[src/rtl/num_reverse_engine.sv]
// num_reverse_engine: reverses the base-RADIX digits of an unsigned WIDTH-bit
// operand, e.g. 1234 -> 4321 in base 10. One digit is peeled off per STEP
// cycle, so a D-digit operand completes D+1 edges after the start is accepted.
// Arithmetic truncates to WIDTH bits at every step; ovf records whether any
// intermediate accumulator value exceeded 2^WIDTH-1.
// Optional feature macro: NUM_REV_PAL_EN adds the palindrome flag is_pal
// (the port exists in both builds and is tied low when the macro is undefined).
module num_reverse_engine #(
  parameter int WIDTH = 32,
  parameter int RADIX = 10,
  parameter int DIGW  = $clog2(WIDTH + 1)
) (
  input  logic             clk,
  input  logic             rst,
  input  logic             start,
  input  logic [WIDTH-1:0] din,
  output logic             busy,
  output logic             done,
  output logic [WIDTH-1:0] dout,
  output logic [DIGW-1:0]  digits,
  output logic             ovf,
  output logic             is_pal
);

  typedef enum logic [1:0] {
    S_IDLE,
    S_STEP,
    S_DONE
  } state_t;

  // Five guard bits hold acc*RADIX + d for any RADIX up to 16.
  localparam int WW = WIDTH + 5;
  localparam logic [WIDTH-1:0] RADIX_N = WIDTH'(RADIX);
  localparam logic [WW-1:0]    RADIX_W = WW'(RADIX);

  state_t           state;
  logic [WIDTH-1:0] x;
  logic [WIDTH-1:0] acc;
  logic [DIGW-1:0]  cnt;
  logic             ovf_r;

  logic [WIDTH-1:0] x_div;
  logic [WIDTH-1:0] x_mod;
  logic [WW-1:0]    wide;

`ifdef NUM_REV_PAL_EN
  logic [WIDTH-1:0] op;
`else
  assign is_pal = 1'b0;
`endif

  // Digit extraction and accumulator update; division by a constant RADIX.
  always_comb begin
    x_div = x / RADIX_N;
    x_mod = x % RADIX_N;
    wide  = {5'b0, acc} * RADIX_W + {5'b0, x_mod};
  end

  // Control FSM, datapath registers and registered Moore outputs.
  always_ff @(posedge clk or posedge rst) begin
    // NOTE: every register, datapath included, is reset so an aborted run
    // leaves nothing behind; state is written with <= only so all registers
    // see the pre-edge values of each other.
    if (rst) begin
      state  <= S_IDLE;
      x      <= '0;
      acc    <= '0;
      cnt    <= '0;
      ovf_r  <= 1'b0;
      busy   <= 1'b0;
      done   <= 1'b0;
      dout   <= '0;
      digits <= '0;
      ovf    <= 1'b0;
`ifdef NUM_REV_PAL_EN
      op     <= '0;
      is_pal <= 1'b0;
`endif
    end else begin
      unique case (state)
        S_IDLE: begin
          if (start) begin
            x     <= din;
            acc   <= '0;
            cnt   <= '0;
            ovf_r <= 1'b0;
`ifdef NUM_REV_PAL_EN
            op    <= din;
`endif
            busy  <= 1'b1;
            state <= S_STEP;
          end
        end
        S_STEP: begin
          if (x != '0) begin
            acc   <= wide[WIDTH-1:0];
            x     <= x_div;
            cnt   <= cnt + DIGW'(1);
            ovf_r <= ovf_r | (|wide[WW-1:WIDTH]);
          end else begin
            dout   <= acc;
            digits <= cnt;
            ovf    <= ovf_r;
`ifdef NUM_REV_PAL_EN
            is_pal <= (acc == op) && !ovf_r;
`endif
            busy   <= 1'b0;
            done   <= 1'b1;
            state  <= S_DONE;
          end
        end
        S_DONE: begin
          if (!start) begin
            done  <= 1'b0;
            state <= S_IDLE;
          end
        end
        default: begin
          busy  <= 1'b0;
          done  <= 1'b0;
          state <= S_IDLE;
        end
      endcase
    end
  end

endmodule

[config.mk]
export PLATFORM = sky130hd
export DESIGN_NAME = num_reverse_engine
export DESIGN_NICKNAME = d
export VERILOG_FILES = /design/src/rtl/num_reverse_engine.sv
export SDC_FILE = /design/constraint.sdc
export NUM_CORES = 1
export LEC_CHECK = 0
export ABC_CLOCK_PERIOD_IN_PS = 18600
export CAP_MARGIN = 20
export CORE_MARGIN = 2
export CORE_UTILIZATION = 30
export CTS_CLUSTER_DIAMETER = 50
export DETAILED_ROUTE_END_ITERATION = 16
export PLACE_DENSITY = 0.45
export SYNTH_ARGS = -nofsm -noshare
export SYNTH_HDL_FRONTEND = slang
export SYNTH_SLANG_ARGS = --single-unit
[constraint.sdc]
create_clock -name clk -period 18.6 [get_ports clk]
set_input_delay 3.72 -clock clk [delete_from_list [all_inputs] [get_ports clk]]
set_output_delay 3.72 -clock clk [all_outputs]
set_load 0.02 [all_outputs]
-- Word level (Yosys, flattened, before mapping)
Index checks and enable logic that the tools add are counted.
- add/sub/neg operators: 2
- multiply operators: 1
- div/mod/pow operators: 2
- equality and inequality tests: 6
- multiplexer cells: 22
- bitwise gates (word level): 4
- reductions and logical operators: 9
- operators with widths (cell ; count):
    two-way mux 32 bit ; 4
    one-hot mux 32 bit (2 select lines) ; 2
    adder 36 x 32 -> 37 bit ; 1
    multiplier 32 x 3 -> 35 bit, second input constant ; 1
    divider 32 x 4 -> 32 bit, second input constant ; 1
    remainder unit 32 x 4 -> 32 bit, second input constant ; 1
    nonzero test 32 bit ; 1
    two-way mux 6 bit ; 2
    one-hot mux 6 bit (2 select lines) ; 1
    AND reduction 3 bit ; 4
    inequality test 2 bit, second input constant ; 4
    adder 6 x 1 -> 6 bit, second input constant ; 1
    two-way mux 1 bit ; 6
    two-way mux 2 bit ; 3
    one-hot mux 1 bit (3 select lines) ; 2
    one-hot mux 2 bit (3 select lines) ; 1
    OR reduction 5 bit ; 1
    inverter 1 bit ; 3
    == test 2 x 1 -> 1 bit, second input constant ; 1
    == test 2 bit, second input constant ; 1
    logical NOT 2 bit ; 1
    one-hot mux 1 bit (2 select lines) ; 1
    AND reduction 2 bit ; 1
    nonzero test 2 bit ; 1
    OR 1 bit ; 1
- flip-flop bits (word level): 114
- input bits: 35
- output and inout bits: 42

-- Depth between registers and ports, before layout
- depth in word-level cells: 6
- gate-level depth with buffers: 90

-- Worst setup path after synthesis
OpenSTA, ideal clock, no wires.
- kind: reg-to-reg
- start point: register x[30]
- end point: register ovf_r
- arrival: 15.177 ns
- setup slack: 3.291 ns
- stages on the path, launching flop included: 85
- path buffers: 8
- path through: dfrtp_1 -> buf_6 -> buf_6 -> buf_6 -> buf_6 -> and3_4 -> a22o_1 -> a2111oi_2 -> a31o_2 -> nor2_1 -> o2bb2ai_1 -> a311oi_4 -> nor3_4 -> a221oi_2 -> a31oi_1 -> o311ai_1 -> o311a_1 -> and3b_1 -> [49 not listed] -> a21oi_1 -> o21bai_1 -> a21oi_1 -> o21bai_1 -> a21oi_1 -> o21bai_1 -> a21oi_1 -> nor2b_1 -> o21ai_0 -> nand2b_1 -> a21o_1 -> a21o_1 -> a21oi_1 -> nor2b_1 -> o21ai_0 -> nand3_1 -> a21oi_1 -> nor2_1
- cells in the longest elaborated chain, start to end: 6
- RTL lines (element ; line ; text):
    from (decl) ; 37 ; logic [WIDTH-1:0] x;
    from (signal assigned) ; 83 ; x <= din;
    from (signal assigned) ; 97 ; x <= x_div;
    remainder unit 32 x 4 -> 32 bit ; 55 ; x_mod = x % RADIX_N;
    adder 36 x 32 -> 37 bit ; 56 ; wide = {5'b0, acc} * RADIX_W + {5'b0, x_mod};
    OR reduction 5 bit ; 99 ; ovf_r <= ovf_r | (|wide[WW-1:WIDTH]);
    OR 1 bit ; 99 ;
    two-way mux 1 bit ; 95 ; if (x != '0) begin
    one-hot mux 1 bit (2 select lines) ; 80 ; unique case (state)
    to (signal assigned) ; 99 ;
    to (decl) ; 40 ; logic ovf_r;
Parallel ways exist; a longest one is shown, timed or not. The select of a mux whose other input is x is not followed.
A chain may end at the register's enable or synchronous reset.

-- Final worst setup path
- start point: register x[29]
- end point: register ovf_r
The elaborated chain is that of the path after synthesis.

==> summary.txt <==
Critical path
  • Critical Path End Type: flop
  • Crit path largest cell delay: 0.56 ns
  • CP most frequent cell: a21oi_1
  • FF-to-FF setup slack: 1.41 ns
  • Worst-path maximum fanout: 23
  • Crit Path Class: flop to flop
  • Worst path slowest cell: or4_4
  • CP Data Required Time: 18.94 ns
  • RR Startpoint: x[29]
  • CP startpoint: x[29]
  • CP Launch Type: flop
  • Worst EP arrival: 17.53 ns

Clock network
  • Num Clock Sinks: 114
  • CTS buffer count: 17
  • Htree depth: 4
  • CTS max path bufs: 2
  • Clk slew on worst S/H paths: 0.06 ns
  • CTS tree: done
  • Root buf cell: clkbuf_16
  • Worst-skew pair later-pin latency: 0.45 ns

Outcome
  • Status: finished, final reports clean

Layout
  • Total Nets Final: 1825
  • Commonest non-fill, non-tap cell in the layout: o21ai_0
  • Area taken by multi-input logic gates: 9570 um^2
  • Seq. cell area: 2870 um^2
  • Most frequent cells in the layout: 137 x o21ai_0, 136 x nand2_1, 131 x a21oi_1, 108 x dfrtp_1, 96 x nor2_1
  • Final instance area: 15300 um^2
  • Number of fillers in the final layout: 4592
  • Antenna cells: 0
  • Share of cells above drive strength 1: 13.5%
  • Area grow syn2layout: 16.2%

Placed design
  • Pre-CTS setup slack: 0.803 ns
  • GPL Wtd Cong: 0.907
  • Placed cell areas: 14300 um^2
  • Port bufs: 75
  • Final HPWL DP: 29200 um

Logic synthesis
  • Mapped Area: 13100 um^2
  • Register area share after synthesis: 21.7%
  • Ys flop type: dfrtp_1
  • Syn Inst Count: 1662
  • Cell taking the most area after synthesis: dfrtp_1
  • Asr flop ratio synth: 100%
  • Syn Area/Cell: 7.90 um^2
  • Synth area leaders: dfrtp_1 22%, ha_1 9.0%, o21ai_0 5.2%, a21oi_1 5.1%, xnor2_1 3.9%
  • Yosys warns: 0
  • EDFF count, synth: 0
  • Synth cell types: 121
  • Top-area cell type share of the netlist area: 21.7%
  • FF+latch count, synth: 114

Die
  • Initial Util: 30.4%
  • DIE HEIGHT: 213 um
  • Chip Width: 213 um
  • CORE AREA: 43200 um^2
  • Area of the die: 45500 um^2
  • I/O Pins: 77
  • Row cnt: 76

Detailed routing
  • Routed via count: 12700
  • Vias/cell: 5.54
  • Final ANT Viol Nets: 0
  • DRC errors left: 0
  • DR pass1 iterations: 4
  • DRT Wirelength: 40700 um
  • Initial detailed-routing violation count: 798
  • Wire per inst: 17.8 um

STA
  • Final Hold Viols: 0
  • Setup WS post-layout: 1.41 ns
  • Setup Skew: 0.0184 ns
  • Slew Viols, Final: 0
  • Final setup viols: 0
  • Worst Max-Slew Pin Slew: 1.04 ns
  • FMAX: 58.2 MHz
  • Worst slew margin: 29.7%
  • Final setup TNS: 0 ns
  • Tmin final: 17.19 ns
  • Tcrit/Tclk final: 92.4%

Global route
  • Total grt overflow: 0
  • Antenna violations before repair: 0
  • Number of global-route vias before repair: 12300
  • Pin count of the biggest net entering global routing: 66
  • GRT Util Overall: 18.3%
  • First-pass GRT wire length: 66700 um

Worst hold path
  • Hold_sp: dout[20]
  • Hold Path Class: flop to flop

Run
  • Maxcap violations: 0
## state kept, by name, indices dropped and copies added, names as in the netlist
| signal | flops |
|---|---|
| acc | 32 |
| busy | 1 |
| cnt | 6 |
| digits | 6 |
| done | 1 |
| dout | 32 |
| ovf | 1 |
| ovf_r | 1 |
| state | 2 |
| x | 32 |
## critical path: cells and delay by family (launching register included)
kind	cells	cell delay, ns
AOI/OAI and AO/OA	53	10.54
and+or+nand+nor	19	3.89
buffers and inverters	6	1.26
adders and majority gates	2	0.58
DFF	1	0.54
muxes	1	0.21
## cells by family (layout without fill, tap and decap cells)
family	count (synthesis)	count (layout)	share of synthesized area, %
AOI/OAI and AO/OA	574	575	30.4
xor gates and xnor gates	84	84	5.66
other	1	15	0.0286
and+or+nand+nor	517	517	20.4
buffers and inverters	213	243	7.33
adders and majority gates	102	102	9.74
muxes	57	57	4.74
DFF	114	114	21.7
## layout make-up
class / count / share of cell area [%]
clock buffer: 18 / 2.81
clock inverter: 14 / 1.16
inverter: 89 / 2.22
multi-input combinational: 1350 / 62.7
sequential: 114 / 18.8
tap: 585 / 4.80
timing repair buffer: 122 / 7.53
## Yosys cell counts, types with 11 or more instances
| master | number |
|---|---|
| nand2b_1 | 20 |
| dfrtp_1 | 114 |
| buf_6 | 13 |
| mux2i_1 | 15 |
| xor2_1 | 24 |
| a211oi_1 | 19 |
| nand2_1 | 136 |
| clkbuf_1 | 67 |
| o22ai_1 | 12 |
| o211ai_1 | 23 |
| o31ai_1 | 11 |
| xnor2_1 | 59 |
| o21bai_1 | 24 |
| nand3_1 | 74 |
| nor3_1 | 38 |
| buf_2 | 28 |
| nor4_1 | 20 |
| ha_1 | 94 |
| a21o_1 | 13 |
| o21ai_0 | 137 |
| a21oi_1 | 133 |
| nor2_1 | 99 |
| mux2_2 | 42 |
| o21ai_1 | 16 |
| a31oi_1 | 18 |
| and2_1 | 11 |
| nor2b_1 | 14 |
| inv_1 | 75 |
## worst paths after layout
| check | endpoint | cells after the start |
|---|---|---|
| worst max-delay path | ovf_r | 81 |
| max in group asynchronous | acc[9] | 3 |
| worst min-delay path | dout[20] | 1 |
| min in group asynchronous | x[25] | 2 |
| worst max register to register | ovf_r | 81 |
| worst min register to register | dout[20] | 1 |
## metal layers
metal	GRT usage (%)	part of all wire (%)	up-vias
met5	0	0	-
met4	5.20	1.7	0
met3	2.77	3.7	43
met2	29.6	47	271
met1	25.2	47	6124
li1	-	-	6250
## timing repair
| item | 4_1_cts | 5_1_grt |
|---|---|---|
| hold buffers | 0 | 0 |
| resized for setup | 0 | 43 |
| endpoints found under the setup margin | 0 | 5 |
| setup buffers | 0 | 14 |
## through the flow
step,std cells,hold WS (ns),util [%]
4_1_cts,2275,0.514,34.5
3_3_place_gp,2243,0.495,33.1
6_report,2292,0.506,35.3
3_5_place_dp,2243,0.485,33.1
5_1_grt,2292,0.522,35.3
2_1_floorplan,1676,0.457,-
Power is left out: the tool's default activity adds up to more than one toggle a clock period on the data nets, which glitch-free logic cannot reach.
==> variant: new RTL, config.mk and constraints unchanged <==
`WIDTH`: 32 -> 64.
--- a/src/rtl/num_reverse_engine.sv
+++ b/src/rtl/num_reverse_engine.sv
@@ -7,5 +7,5 @@
 // (the port exists in both builds and is tied low when the macro is undefined).
 module num_reverse_engine #(
-  parameter int WIDTH = 32,
+  parameter int WIDTH = 64,
   parameter int RADIX = 10,
   parameter int DIGW  = $clog2(WIDTH + 1)
Interface: changed (resized digits, din and dout); port bits go from 77 to 142. No check against the original RTL was run, so the function may have changed too.
==> variant against the original RTL <==
The flow now finishes with violations (setup timing); synthesized area increased by 95%; sequential cell count up 98; worst hold slack lost 6.6 ps; routed wire length is 140% higher; setup slack worse by 15000 ps; design area grew to 2.7 times the old value; sequential share of layout area decreased by 5.7 points; count of clock-buffer cells in the layout rose by 26.
Power is left out: the tool's default activity adds up to more than one toggle a clock period on the data nets, which glitch-free logic cannot reach.
==> variant: results (changes against the original RTL) <==
outcome: "finished, violations left"  # was finished clean
failed_checks: "setup timing"
timing.reg2reg.worst_path_depth: 176  # was 81
final-nonclk-buf-share_pct: 23.62  # was 7.528%
post_route_cells_drive_above_1_share_pct: 41.24  # was 13.47%
layout.clock.cell_area_share_pct: 3.217  # was 3.969%
place_hpwl_um: 67710  # was 29190 um
multi_input_area_share_pct: 55.31  # was 62.70%
timing.critical_path.fanout_max: 11  # was 23
drt-initial-drc-count: 1610  # was 798
gpl.final_weighted_congestion: 0.8711  # was 0.9071
cts_buffer_depth: 3  # was 2
cp_data_arrival_time_ps: 32740  # was 17530 ps
areaGrowthSynthToFinish_pct: 59.22  # was 16.17%
placed_cells_incl_taps: 5120  # was 2243
whs_ps: 499.8  # was 506.4 ps
clock_buffer_count_in_the_final_layout: 44  # was 18
finalNonFillerCells: 5456  # was 2292
grt_pass1_vias: 28471  # was 12314
fin_tns_setup_ps: -554920  # was 0 ps
worstSkewPairLatency_ps: 570  # was 450 ps
detail_route.wirelength_um: 96810  # was 40740 um
yosys-top-cells-count: "261 x o21ai_0, 255 x nand2_1, 214 x a21oi_1"  # was 137 x o21ai_0, 136 x nand2_1, 133 x a21oi_1
synthTopCellsByArea: "dfrtp_1 21%, ha_1 9.3%, o21ai_0 5.1%"  # was dfrtp_1 22%, ha_1 9.0%, o21ai_0 5.2%
r2r-end: "acc[31]"  # was ovf_r
grt_start_max_net_pins: 98  # was 66
final-setup-viol-count: 74  # was 0
nets: 4540  # was 1825
numCtsBuffers: 38  # was 17
clock_sinks: 212  # was 114
grt_use_total_pct: 21.23  # was 18.32%
multiInputGateArea_mm2: 0.02252  # was 0.009567 mm2
cell_area_placed_mm2: 0.03403  # was 0.01429 mm2
synthesis.instances: 3252  # was 1662
seq_area_frac_synth_pct: 20.74  # was 21.72%
slew_headroom_pct: 36.06  # was 29.71%
filler_cell_count: 8223  # was 4592
crit_path_max_incr_delay_ps: 600  # was 560 ps
min_to: "dout[40]"  # was dout[20]
max_clock_freq_ghz: 0.03094  # was 0.05817 GHz
worstReg2RegStart: "x[63]"  # was x[29]
final.setup_skew_ps: 37.22  # was 18.40 ps
timing.setup.critical_path_class: "reg -> reg"  # unchanged
multi_input_comb_cells: 2699  # was 1350
top_regs: "acc x64, dout x64, x x64"  # was acc x32, dout x32, x x32
place.port_buffers: 140  # was 75
buffers_excl_clock: 1193  # was 122
critical_hold_path_startpoint: "dout[40]"  # was dout[20]
worst_hold_path.num_cells: 1  # unchanged
antenna_violations_before_repair: 9  # was 0
synthDistinctLibCells: 135  # was 121
htree_num_levels: 2  # was 4
cpLargestDelayFamily: "compound AO/OA/AOI/OAI gates"  # unchanged
antenna_cells: 3  # was 0
dr.pass1.iters: 5  # was 4
drt-vias-per-instance: 5.366  # was 5.536
first_pass_grt_wire_length_um: 152600  # was 66680 um
worst_slack_ps: -13720  # was 1408 ps
-- variant: metal layers --
| layer | up-vias | GRT usage [%] | wire [um] |
|---|---|---|---|
| met2 | 555 | 36.12 | 46630 |
| met5 | - | 0 | 113 |
| li1 | 14441 | - | - |
| met3 | 160 | 2.840 | 3537 |
| met4 | 16 | 5.395 | 2315 |
| met1 | 14103 | 28.22 | 44210 |
-- variant: cell families after synthesis --
group | after synthesis | synth area share (%)
AO/OA/AOI/OAI | 1192 | 32.54
other | 1 | 0.01466
multiplexers | 121 | 5.249
AND/OR/NAND/NOR | 980 | 19.66
adder cells (fa/ha/maj) | 199 | 9.730
buffers and inverters | 374 | 6.012
XOR/XNOR | 173 | 6.051
flip-flops | 212 | 20.74
-- variant: repair_timing --
item,CTS,global route
setup buffers,207,97
pin swaps,144,213
setup endpoints to repair,77,77
gates resized for setup,274,373
gates cloned,3,0
hold endpoints to repair,0,0
